[config.mk]
export PLATFORM = sky130hd
export DESIGN_NAME = pipe_ctrl
export DESIGN_NICKNAME = d
export VERILOG_FILES = /design/src/rtl/pipe_pkg.sv /design/src/rtl/pipe_ctrl_stall_resolver.sv /design/src/rtl/pipe_ctrl.sv
export SDC_FILE = /design/constraint.sdc
export NUM_CORES = 1
export LEC_CHECK = 0
export ABC_AREA = 1
export CORE_AREA = 2 2 84 167
export DETAILED_ROUTE_END_ITERATION = 6
export DIE_AREA = 0 0 86 169
export GPL_ROUTABILITY_DRIVEN = 0
export HOLD_SLACK_MARGIN = 0.02
export PLACE_DENSITY = 0.46
export REMOVE_ABC_BUFFERS = 1
export SLEW_MARGIN = 20
export SYNTH_ARGS = -nofsm -noshare
export SYNTH_HDL_FRONTEND = slang
export SYNTH_SLANG_ARGS = --single-unit
[constraint.sdc]
create_clock -name i_clk -period 2.1 [get_ports i_clk]
set_clock_uncertainty 0.2 [all_clocks]
set_input_delay 0.21 -clock i_clk [delete_from_list [all_inputs] [get_ports i_clk]]
set_output_delay 0.21 -clock i_clk [all_outputs]
set_load 0.01 [all_outputs]
[src/rtl/pipe_pkg.sv]
// Shared types and defaults for the pipeline flow controller.
package pipe_pkg;

  localparam int          DEF_STAGES    = 5;
  localparam int          DEF_BIT_WIDTH = 32;
  localparam int          DEF_PC_STEP   = 4;
  localparam logic [31:0] DEF_RESET_PC  = 32'h0000_0000;

  typedef enum logic {
    ST_RUN   = 1'b0,
    ST_FLUSH = 1'b1
  } pipe_state_e;

  typedef logic [DEF_STAGES-1:0] stage_mask_t;

endpackage

[src/rtl/pipe_ctrl_stall_resolver.sv]
// Priority resolver: the highest valid stalling stage blocks itself and every
// stage in front of it; the stage just behind it receives a bubble.
module stall_resolver #(
  parameter int STAGES = 5
) (
  input  logic [STAGES-1:0] i_stall_req,
  input  logic [STAGES-1:0] i_valid,
  output logic [STAGES-1:0] o_enable,
  output logic [STAGES-1:0] o_bubble,
  output logic              o_any_stall
);

  logic [STAGES-1:0] w_blocked;

  always_comb begin
    logic w_blk;
    w_blk     = 1'b0;
    w_blocked = '0;
    for (int i = STAGES-1; i >= 0; i--) begin
      w_blk        = w_blk | (i_stall_req[i] & i_valid[i]);
      w_blocked[i] = w_blk;
    end
  end

  assign o_enable    = ~w_blocked;
  assign o_bubble    = {~w_blocked[STAGES-1:1] & w_blocked[STAGES-2:0], 1'b0};
  assign o_any_stall = w_blocked[0];

endmodule

[src/rtl/pipe_ctrl.sv]
// Pipeline flow controller: stage valid/enable, stall and flush handling, PC.
// Optional saturating perf counters behind PIPE_PERF_COUNTERS_EN.
module pipe_ctrl
  import pipe_pkg::*;
#(
  parameter int                   STAGES       = DEF_STAGES,
  parameter int                   BIT_WIDTH    = DEF_BIT_WIDTH,
  parameter int                   FLUSH_STAGE  = 2,
  parameter int                   FLUSH_CYCLES = 1,
  parameter int                   PC_STEP      = DEF_PC_STEP,
  parameter logic [BIT_WIDTH-1:0] RESET_PC     = BIT_WIDTH'(DEF_RESET_PC)
) (
  input  logic                 i_clk,
  input  logic                 i_reset,
  input  logic                 i_run,
  input  logic [STAGES-1:0]    i_stall_req,
  input  logic                 i_flush_req,
  input  logic [BIT_WIDTH-1:0] i_flush_pc,
  input  logic                 i_wb_pc_write,
  input  logic [BIT_WIDTH-1:0] i_wb_pc_value,
  output logic [STAGES-1:0]    o_stage_enable,
  output logic [STAGES-1:0]    o_stage_valid,
  output logic [BIT_WIDTH-1:0] o_pc,
  output logic                 o_flushing
`ifdef PIPE_PERF_COUNTERS_EN
  ,
  output logic [31:0]          o_perf_cycles,
  output logic [31:0]          o_perf_stalls,
  output logic [31:0]          o_perf_flushes
`endif
);

  localparam logic [STAGES-1:0] FRONT_MASK =
    STAGES'((64'd1 << (FLUSH_STAGE + 1)) - 64'd1);
  localparam logic [2:0] CNT_LOAD = 3'(FLUSH_CYCLES - 1);

  pipe_state_e          r_state, w_state_nxt;
  logic [2:0]           r_cnt, w_cnt_nxt;
  logic [STAGES-1:0]    r_valid, w_valid_nxt;
  logic [STAGES-1:0]    w_en, w_bubble, w_enable;
  logic [BIT_WIDTH-1:0] r_pc, w_pc_nxt;
  logic                 w_any_stall, w_wb, w_flush_acc, w_in_flush;

  stall_resolver #(.STAGES(STAGES)) u_resolver (
    .i_stall_req (i_stall_req),
    .i_valid     (r_valid),
    .o_enable    (w_en),
    .o_bubble    (w_bubble),
    .o_any_stall (w_any_stall)
  );

  assign w_in_flush  = (r_state == ST_FLUSH);
  assign w_wb        = i_wb_pc_write & r_valid[STAGES-1];
  // A branch only counts once its instruction actually leaves the resolving stage.
  assign w_flush_acc = i_flush_req & ~w_in_flush & r_valid[FLUSH_STAGE] &
                       w_en[FLUSH_STAGE] & ~w_wb;

  always_comb begin
    w_enable = w_en;
    if (w_in_flush) w_enable = w_enable & ~FRONT_MASK;
    if (i_reset)    w_enable = '0;
  end

  always_comb begin
    w_valid_nxt = r_valid;
    if (w_bubble[0])   w_valid_nxt[0] = 1'b0;
    else if (w_en[0])  w_valid_nxt[0] = i_run;
    for (int i = 1; i < STAGES; i++) begin
      if (w_bubble[i])     w_valid_nxt[i] = 1'b0;
      else if (w_en[i])    w_valid_nxt[i] = r_valid[i-1];
    end
    if (w_in_flush | w_flush_acc) w_valid_nxt = w_valid_nxt & ~FRONT_MASK;
    if (w_wb)                     w_valid_nxt[STAGES-2:0] = '0;
  end

  always_comb begin
    w_state_nxt = r_state;
    w_cnt_nxt   = r_cnt;
    if (w_wb | w_flush_acc) begin
      w_state_nxt = ST_FLUSH;
      w_cnt_nxt   = CNT_LOAD;
    end else if (w_in_flush) begin
      if (r_cnt == 3'd0) w_state_nxt = ST_RUN;
      else               w_cnt_nxt   = r_cnt - 3'd1;
    end
  end

  always_comb begin
    w_pc_nxt = r_pc + BIT_WIDTH'(PC_STEP);
    if (w_wb)                                   w_pc_nxt = i_wb_pc_value;
    else if (w_flush_acc)                       w_pc_nxt = i_flush_pc;
    else if (w_in_flush | w_any_stall | ~i_run) w_pc_nxt = r_pc;
  end

  always_ff @(posedge i_clk) begin
    if (i_reset) begin
      r_state <= ST_RUN;
      r_cnt   <= 3'd0;
      r_valid <= '0;
      r_pc    <= RESET_PC;
    end else begin
      r_state <= w_state_nxt;
      r_cnt   <= w_cnt_nxt;
      r_valid <= w_valid_nxt;
      r_pc    <= w_pc_nxt;
    end
  end

  assign o_stage_enable = w_enable;
  assign o_stage_valid  = r_valid;
  assign o_pc           = r_pc;
  assign o_flushing     = w_in_flush;

`ifdef PIPE_PERF_COUNTERS_EN
  logic [31:0] r_perf_cycles, r_perf_stalls, r_perf_flushes;

  always_ff @(posedge i_clk) begin
    if (i_reset) begin
      r_perf_cycles  <= '0;
      r_perf_stalls  <= '0;
      r_perf_flushes <= '0;
    end else begin
      if (i_run && r_perf_cycles != '1)                  r_perf_cycles  <= r_perf_cycles + 32'd1;
      if (w_any_stall && r_perf_stalls != '1)            r_perf_stalls  <= r_perf_stalls + 32'd1;
      if ((w_wb | w_flush_acc) && r_perf_flushes != '1)  r_perf_flushes <= r_perf_flushes + 32'd1;
    end
  end

  assign o_perf_cycles  = r_perf_cycles;
  assign o_perf_stalls  = r_perf_stalls;
  assign o_perf_flushes = r_perf_flushes;
`endif

endmodule
==> flow_summary.yaml, run 1 <==
sta:
  min_period_ns: 1.89
  rsz0062_at_grt: "no"
  slew_violations: 0
  setup_ws_ns: 0.209
  worst_pin_slew_ns: 0.339
  slew_headroom: 0.773
  fin_crit_sh: 0.901
  setup_viol: 0
  hold_viol_final: 0
  fmax_ghz: 0.529
  fin_setup_tns_ns: 0
routing:
  wl_um: 11600
  post_drt_wl_per_cell_um: 13.1
  viasPerCell: 4.52
  first_pass_iters: 5
  drtIter0Drc: 143
  ant_nets: 0
  drc: 0
  vias: 3990
logic_synthesis:
  yosysTopAreaCellShare: 0.258
  synth_ff_type: "dfxtp_1"
  ys_seq_area_frac: 0.252
  netlist_area_sq_um: 3260
  syn_inst: 594
  yosysMostFrequentCell: "nand2_1"
  ys_ff_latch: 41
  ys_top_cells_by_area: "nand2_1, dfxtp_1, nor2_1, nand3_1, inv_1"
  synth_top_cell_by_area: "nand2_1"
  ys_warn_count: 0
  synth_edf_count: 0
  synth_common_cells: "nand2_1, nor2_1, inv_1, nand3_1, dfxtp_1"
  yosysUniqueCellTypes: 29
  async_reset_ff_frac: 0
  syn_area_per_cell_sq_um: 5.49
pwr:
  leakagePower_nw: 2.08
  p_per_area_nw_per_um2: 494
  ir_drop_v: 0.000257
global_routing:
  grt_first_pass_wirelength_um: 18600
  grt_pass1_vias: 3790
  grtUsageTotal: 0.159
  grt_max_degree: 55
  antenna_found_initial: 0
  grt_overflow: 0
critical_path:
  path_max_fanout: 3
  slowest_delay_ns: 0.55
  crit_buf_inv: 2
  critPathLaunch: "i_stall_req[4]"
  required_ns: 1.69
  rrSetupSlack_ns: 0.22
  cp-endpoint: "o_stage_enable[3]"
  worstReg2RegEnd: "o_pc[30]"
  critPathArrivalTime_ns: 1.48
  rr_worst_depth: 9
  slowest_stage: "clkdlybuf4s50_1"
  endpoint_kind: "primary output"
  worstSetupPathType: "input pin to primary output"
  crit_chain: "clkdlybuf4s50_1, nand2_2, nand2_2, nor2_1, clkdlybuf4s50_1"
  startpoint_type: "input pin"
  crit_cells: 5
  r2r_start: "o_pc[2]"
  cpLargestDelayFamily: "buffers and inverters"
floorplanning:
  die_area_sq_um: 14500
  rows: 60
  io_pins: 117
  chipHeight_um: 169
  start_util: 0.245
  core_area_sq_um: 13300
  die_width_um: 86
clocking:
  cts_max_path_buffers: 2
  htree_num_levels: 2
  hold_buffers: 0
  clock_latency_ns: 0.29
  clockRootBuffer: "clkbuf_16"
  cts_sinks: 41
  postCtsSetupBuffers: 0
  cts_tree: "yes"
  cts_resized: 3
  cts_inserted_buffers: 5
  path_clk_slew_ns: 0.07
job:
  maxCapViolations: 0
cells_and_area:
  antenna_cells: 0
  final_area_sq_um: 4940
  nFillCells: 1520
  nNetsFinal: 804
  area_delta_synth_final_pct: 51.5
  drive_gt1_frac: 0.0797
  fin_util: 0.372
place:
  placed_cell_area_sq_um: 4810
  hpwl_um: 9080
  io_buffers: 116
  place_ws_ns: -0.0516
worst_hold_path:
  hold_path_class: "flip-flop to flip-flop"
status:
  status: "finished, final reports clean"
registers in the layout, summed over array words and instances (netlist names):
name           count
o_stage_valid      5
o_pc              32
o_flushing         1
r_cnt              3
layout make-up:
type | instances | area, sq um | area share
clock buffer | 6 | 129 | 0.0261
clock inverter | 2 | 10.0 | 0.00203
inverter | 61 | 229 | 0.0463
multi-input combinational | 471 | 2110 | 0.426
sequential | 41 | 821 | 0.166
tap | 155 | 194 | 0.0393
timing repair buffer | 147 | 1450 | 0.294
cell families (layout without fill, tap and decap cells):
| family | after synthesis | in the layout | share of synthesized area |
|---|---|---|---|
| compound gates | 66 | 66 | 0.108 |
| xor+xnor | 6 | 6 | 0.0161 |
| fa+ha+maj | 3 | 3 | 0.0115 |
| buf+inv | 82 | 216 | 0.103 |
| flops | 41 | 41 | 0.252 |
| simple gates | 396 | 396 | 0.510 |
cells in the final DEF, fill, tap and decap left out:
| master | count |
|---|---|
| a211oi_1 | 1 |
| dlygate4sd2_1 | 3 |
| o21a_1 | 2 |
| buf_4 | 26 |
| clkdlybuf4s50_1 | 113 |
| o21ai_0 | 10 |
| nand3_2 | 2 |
| nor2_2 | 4 |
| nor3_1 | 3 |
| ha_1 | 3 |
| dfxtp_1 | 41 |
| clkbuf_1 | 1 |
| a21oi_1 | 34 |
| clkinv_2 | 2 |
| xor2_1 | 5 |
| a22oi_1 | 1 |
| inv_2 | 5 |
| nand2_1 | 224 |
| nand2_2 | 4 |
| nand4_4 | 1 |
| nor2_4 | 3 |
| nand3_1 | 49 |
| clkbuf_16 | 5 |
| inv_1 | 56 |
| nor2_1 | 90 |
| buf_12 | 5 |
| nor4_1 | 1 |
| xnor2_1 | 1 |
| o21ai_1 | 17 |
| a21oi_4 | 1 |
| nand4_1 | 15 |
tightest hold or removal path: stages, from the launching register on:
cell and delay (ns):
dfxtp_1 0.33, nand2_1 0.07, a21oi_1 0.05
layer usage:
layer,vias up,track usage,wire length [um]
met5,-,0,0
met2,110,0.273,5590
met1,1724,0.200,5130
met4,0,0.0504,271
li1,2140,-,-
met3,16,0.0234,584
report_power, final:
part / leakage, nW / switching [mW] / internal, mW / total, mW
logic: 1.67 / 0.321 / 0.394 / 0.716
registers: 0.337 / 0.0943 / 0.842 / 0.937
clock network: 0.0706 / 0.348 / 0.438 / 0.786
total: 2.08 / 0.764 / 1.67 / 2.44
worst min-delay path by stage:
stage          cells past startpoint  slack (ns)        startpoint          endpoint
2_1_floorplan                      1        0.08           i_reset  o_stage_valid[4]
3_3_place_gp                       2        0.29          r_cnt[0]          r_cnt[0]
3_5_place_dp                       2        0.29  o_stage_valid[0]  o_stage_valid[1]
4_1_cts                            2        0.30  o_stage_valid[0]  o_stage_valid[1]
5_1_grt                            2        0.31  o_stage_valid[0]  o_stage_valid[1]
6_report                           2        0.30  o_stage_valid[0]  o_stage_valid[1]
through the flow:
| step | total power [mW] | hold slack [ns] | instances |
|---|---|---|---|
| after CTS | 2.47 | 0.299 | 883 |
| after global placement | 1.68 | 0.289 | 875 |
| after floorplan | 1.25 | 0.0791 | 573 |
| after detailed placement | 1.68 | 0.290 | 875 |
| after global routing | 2.58 | 0.313 | 883 |
| final | 2.44 | 0.301 | 883 |
(Power assumes the default switching activity.)
==> run 2, diff against run 1 <==
- CORE_AREA: 2 2 84 167 -> 5 5 121 123
- DIE_AREA: 0 0 86 169 -> 0 0 126 128
==> flow_summary.yaml, run 2 (synthesized netlist as in run 1, its figures left out) <==
global_routing:
  grtUsageTotal: 0.146
  grt_overflow: 0
  antenna_found_initial: 0
  grt_pass1_vias: 3850
  grt_max_degree: 34
  grt_first_pass_wirelength_um: 19400
floorplanning:
  die_area_sq_um: 16100
  start_util: 0.241
  die_width_um: 126
  io_pins: 117
  chipHeight_um: 128
  rows: 43
  core_area_sq_um: 13600
cells_and_area:
  final_cell_mix: "nand2_1, clkdlybuf4s50_1, nor2_1, inv_1, nand3_1"
  instances_no_fill: 903
  antenna_cells: 0
  largest_reg_flops: 32
  final_common_cell: "nand2_1"
  drive_gt1_frac: 0.0747
  nFillCells: 1502
  area_delta_synth_final_pct: 51.1
  nNetsFinal: 799
worst_hold_path:
  holdPathEnd: "o_stage_valid[1]"
  hold_start: "o_stage_valid[0]"
  hold_depth: 2
  hold_path_class: "flip-flop to flip-flop"
routing:
  vias: 4037
  drtIter0Drc: 163
  ant_nets: 0
  post_drt_wl_per_cell_um: 13.5
  first_pass_iters: 5
  viasPerCell: 4.47
  drc: 0
  wl_um: 12200
pwr:
  pwr-share-seq: 0.377
  p_comb_frac: 0.286
  total_power_mw: 2.49
  p_switching_uw: 757
  intPower_mw: 1.73
  ir_drop_v: 0.000263
  p_per_area_nw_per_um2: 505
  leakagePower_nw: 2.06
  clkPwrFrac: 0.337
  switching_share: 0.304
clocking:
  htree_num_levels: 2
  postCtsSetupBuffers: 0
  hold_buffers: 0
  clockRootBuffer: "clkbuf_16"
  cts_sinks: 41
  path_clk_slew_ns: 0.06
  cts_resized: 3
  cts_max_path_buffers: 2
  clock_latency_ns: 0.29
  cts_inserted_buffers: 5
  cts_tree: "yes"
sta:
  rsz0062_at_grt: "no"
  fin_crit_sh: 0.908
  slew_headroom: 0.782
  slew_violations: 0
  hold_viol_final: 0
  min_period_ns: 1.91
  setup_viol: 0
  fmax_ghz: 0.524
  fin_setup_tns_ns: 0
  worst_pin_slew_ns: 0.327
critical_path:
  rrSetupSlack_ns: 0.21
  critPathArrivalTime_ns: 1.50
  crit_chain: "clkdlybuf4s50_1, nand2_2, nand2_2, nor2_1, clkdlybuf4s50_1"
  path_max_fanout: 3
  slowest_stage: "clkdlybuf4s50_1"
  startpoint_type: "input pin"
  slowest_delay_ns: 0.56
  required_ns: 1.69
  worstReg2RegEnd: "o_pc[10]"
  endpoint_kind: "primary output"
  r2r_start: "o_pc[3]"
  worstSetupPathType: "input pin to primary output"
  rr_worst_depth: 11
place:
  dp_cells: 895
  io_buffers: 116
  hpwl_um: 9770
status:
  status: "finished, final reports clean"
job:
  maxCapViolations: 0
run 2: per-stage QoR:
stage / hold WS (ns) / instance area, sq um / util / worst slack (ns)
after global placement: 0.280 / 4770 / 0.352 / -0.0373
after detailed placement: 0.293 / 4770 / 0.352 / -0.0698
after global routing: 0.324 / 4930 / 0.364 / 0.0336
final: 0.295 / 4930 / 0.364 / 0.193
after CTS: 0.302 / 4930 / 0.364 / 0.182
after floorplan: 0.0791 / 3160 / - / -0.598
run 2: final cells by class:
cell class	count	area (sq um)	share of cell area
sequential	41	821	0.167
clock buffer	7	153	0.0310
tap	180	225	0.0457
multi-input combinational	471	2110	0.427
inverter	61	229	0.0465
clock inverter	1	5.00	0.00102
timing repair buffer	142	1390	0.282
run 2: metal layers:
layer  GRT usage  routed length (um)
met3      0.0221                 390
met1       0.188                5550
met2       0.259                6070
met4      0.0341                 161
met5           0                   0
run 2: worst max-delay path by stage:
stage	start	endpoint	slack, ns
after floorplan	o_stage_valid[4]	o_pc[10]	-0.60
after global placement	i_stall_req[4]	o_stage_enable[1]	-0.04
after detailed placement	i_stall_req[4]	o_stage_enable[1]	-0.07
after CTS	i_stall_req[4]	o_stage_enable[3]	0.18
after global routing	o_pc[3]	o_pc[14]	0.03
final	i_stall_req[4]	o_stage_enable[3]	0.19
run 2: power groups by stage:
stage | Combinational (mW) | Clock, mW | Sequential (mW)
finish | 0.712 | 0.839 | 0.939
global route | 0.789 | 0.897 | 0.954
CTS | 0.725 | 0.875 | 0.940
detailed placement | 0.726 | 0 | 0.957
global placement | 0.721 | 0 | 0.955
floorplan | 0.290 | 0 | 0.960
run 2: critical path, delay by kind of cell:
kind	cells	cell delay, ns
simple gates	3	0.29
buf+inv	2	1.00
==> run 3, diff against run 2 <==
- CTS_CLUSTER_SIZE: default -> 16
==> results of run 3 <==
Final layout, timing and power as in run 2 (identical DEF).
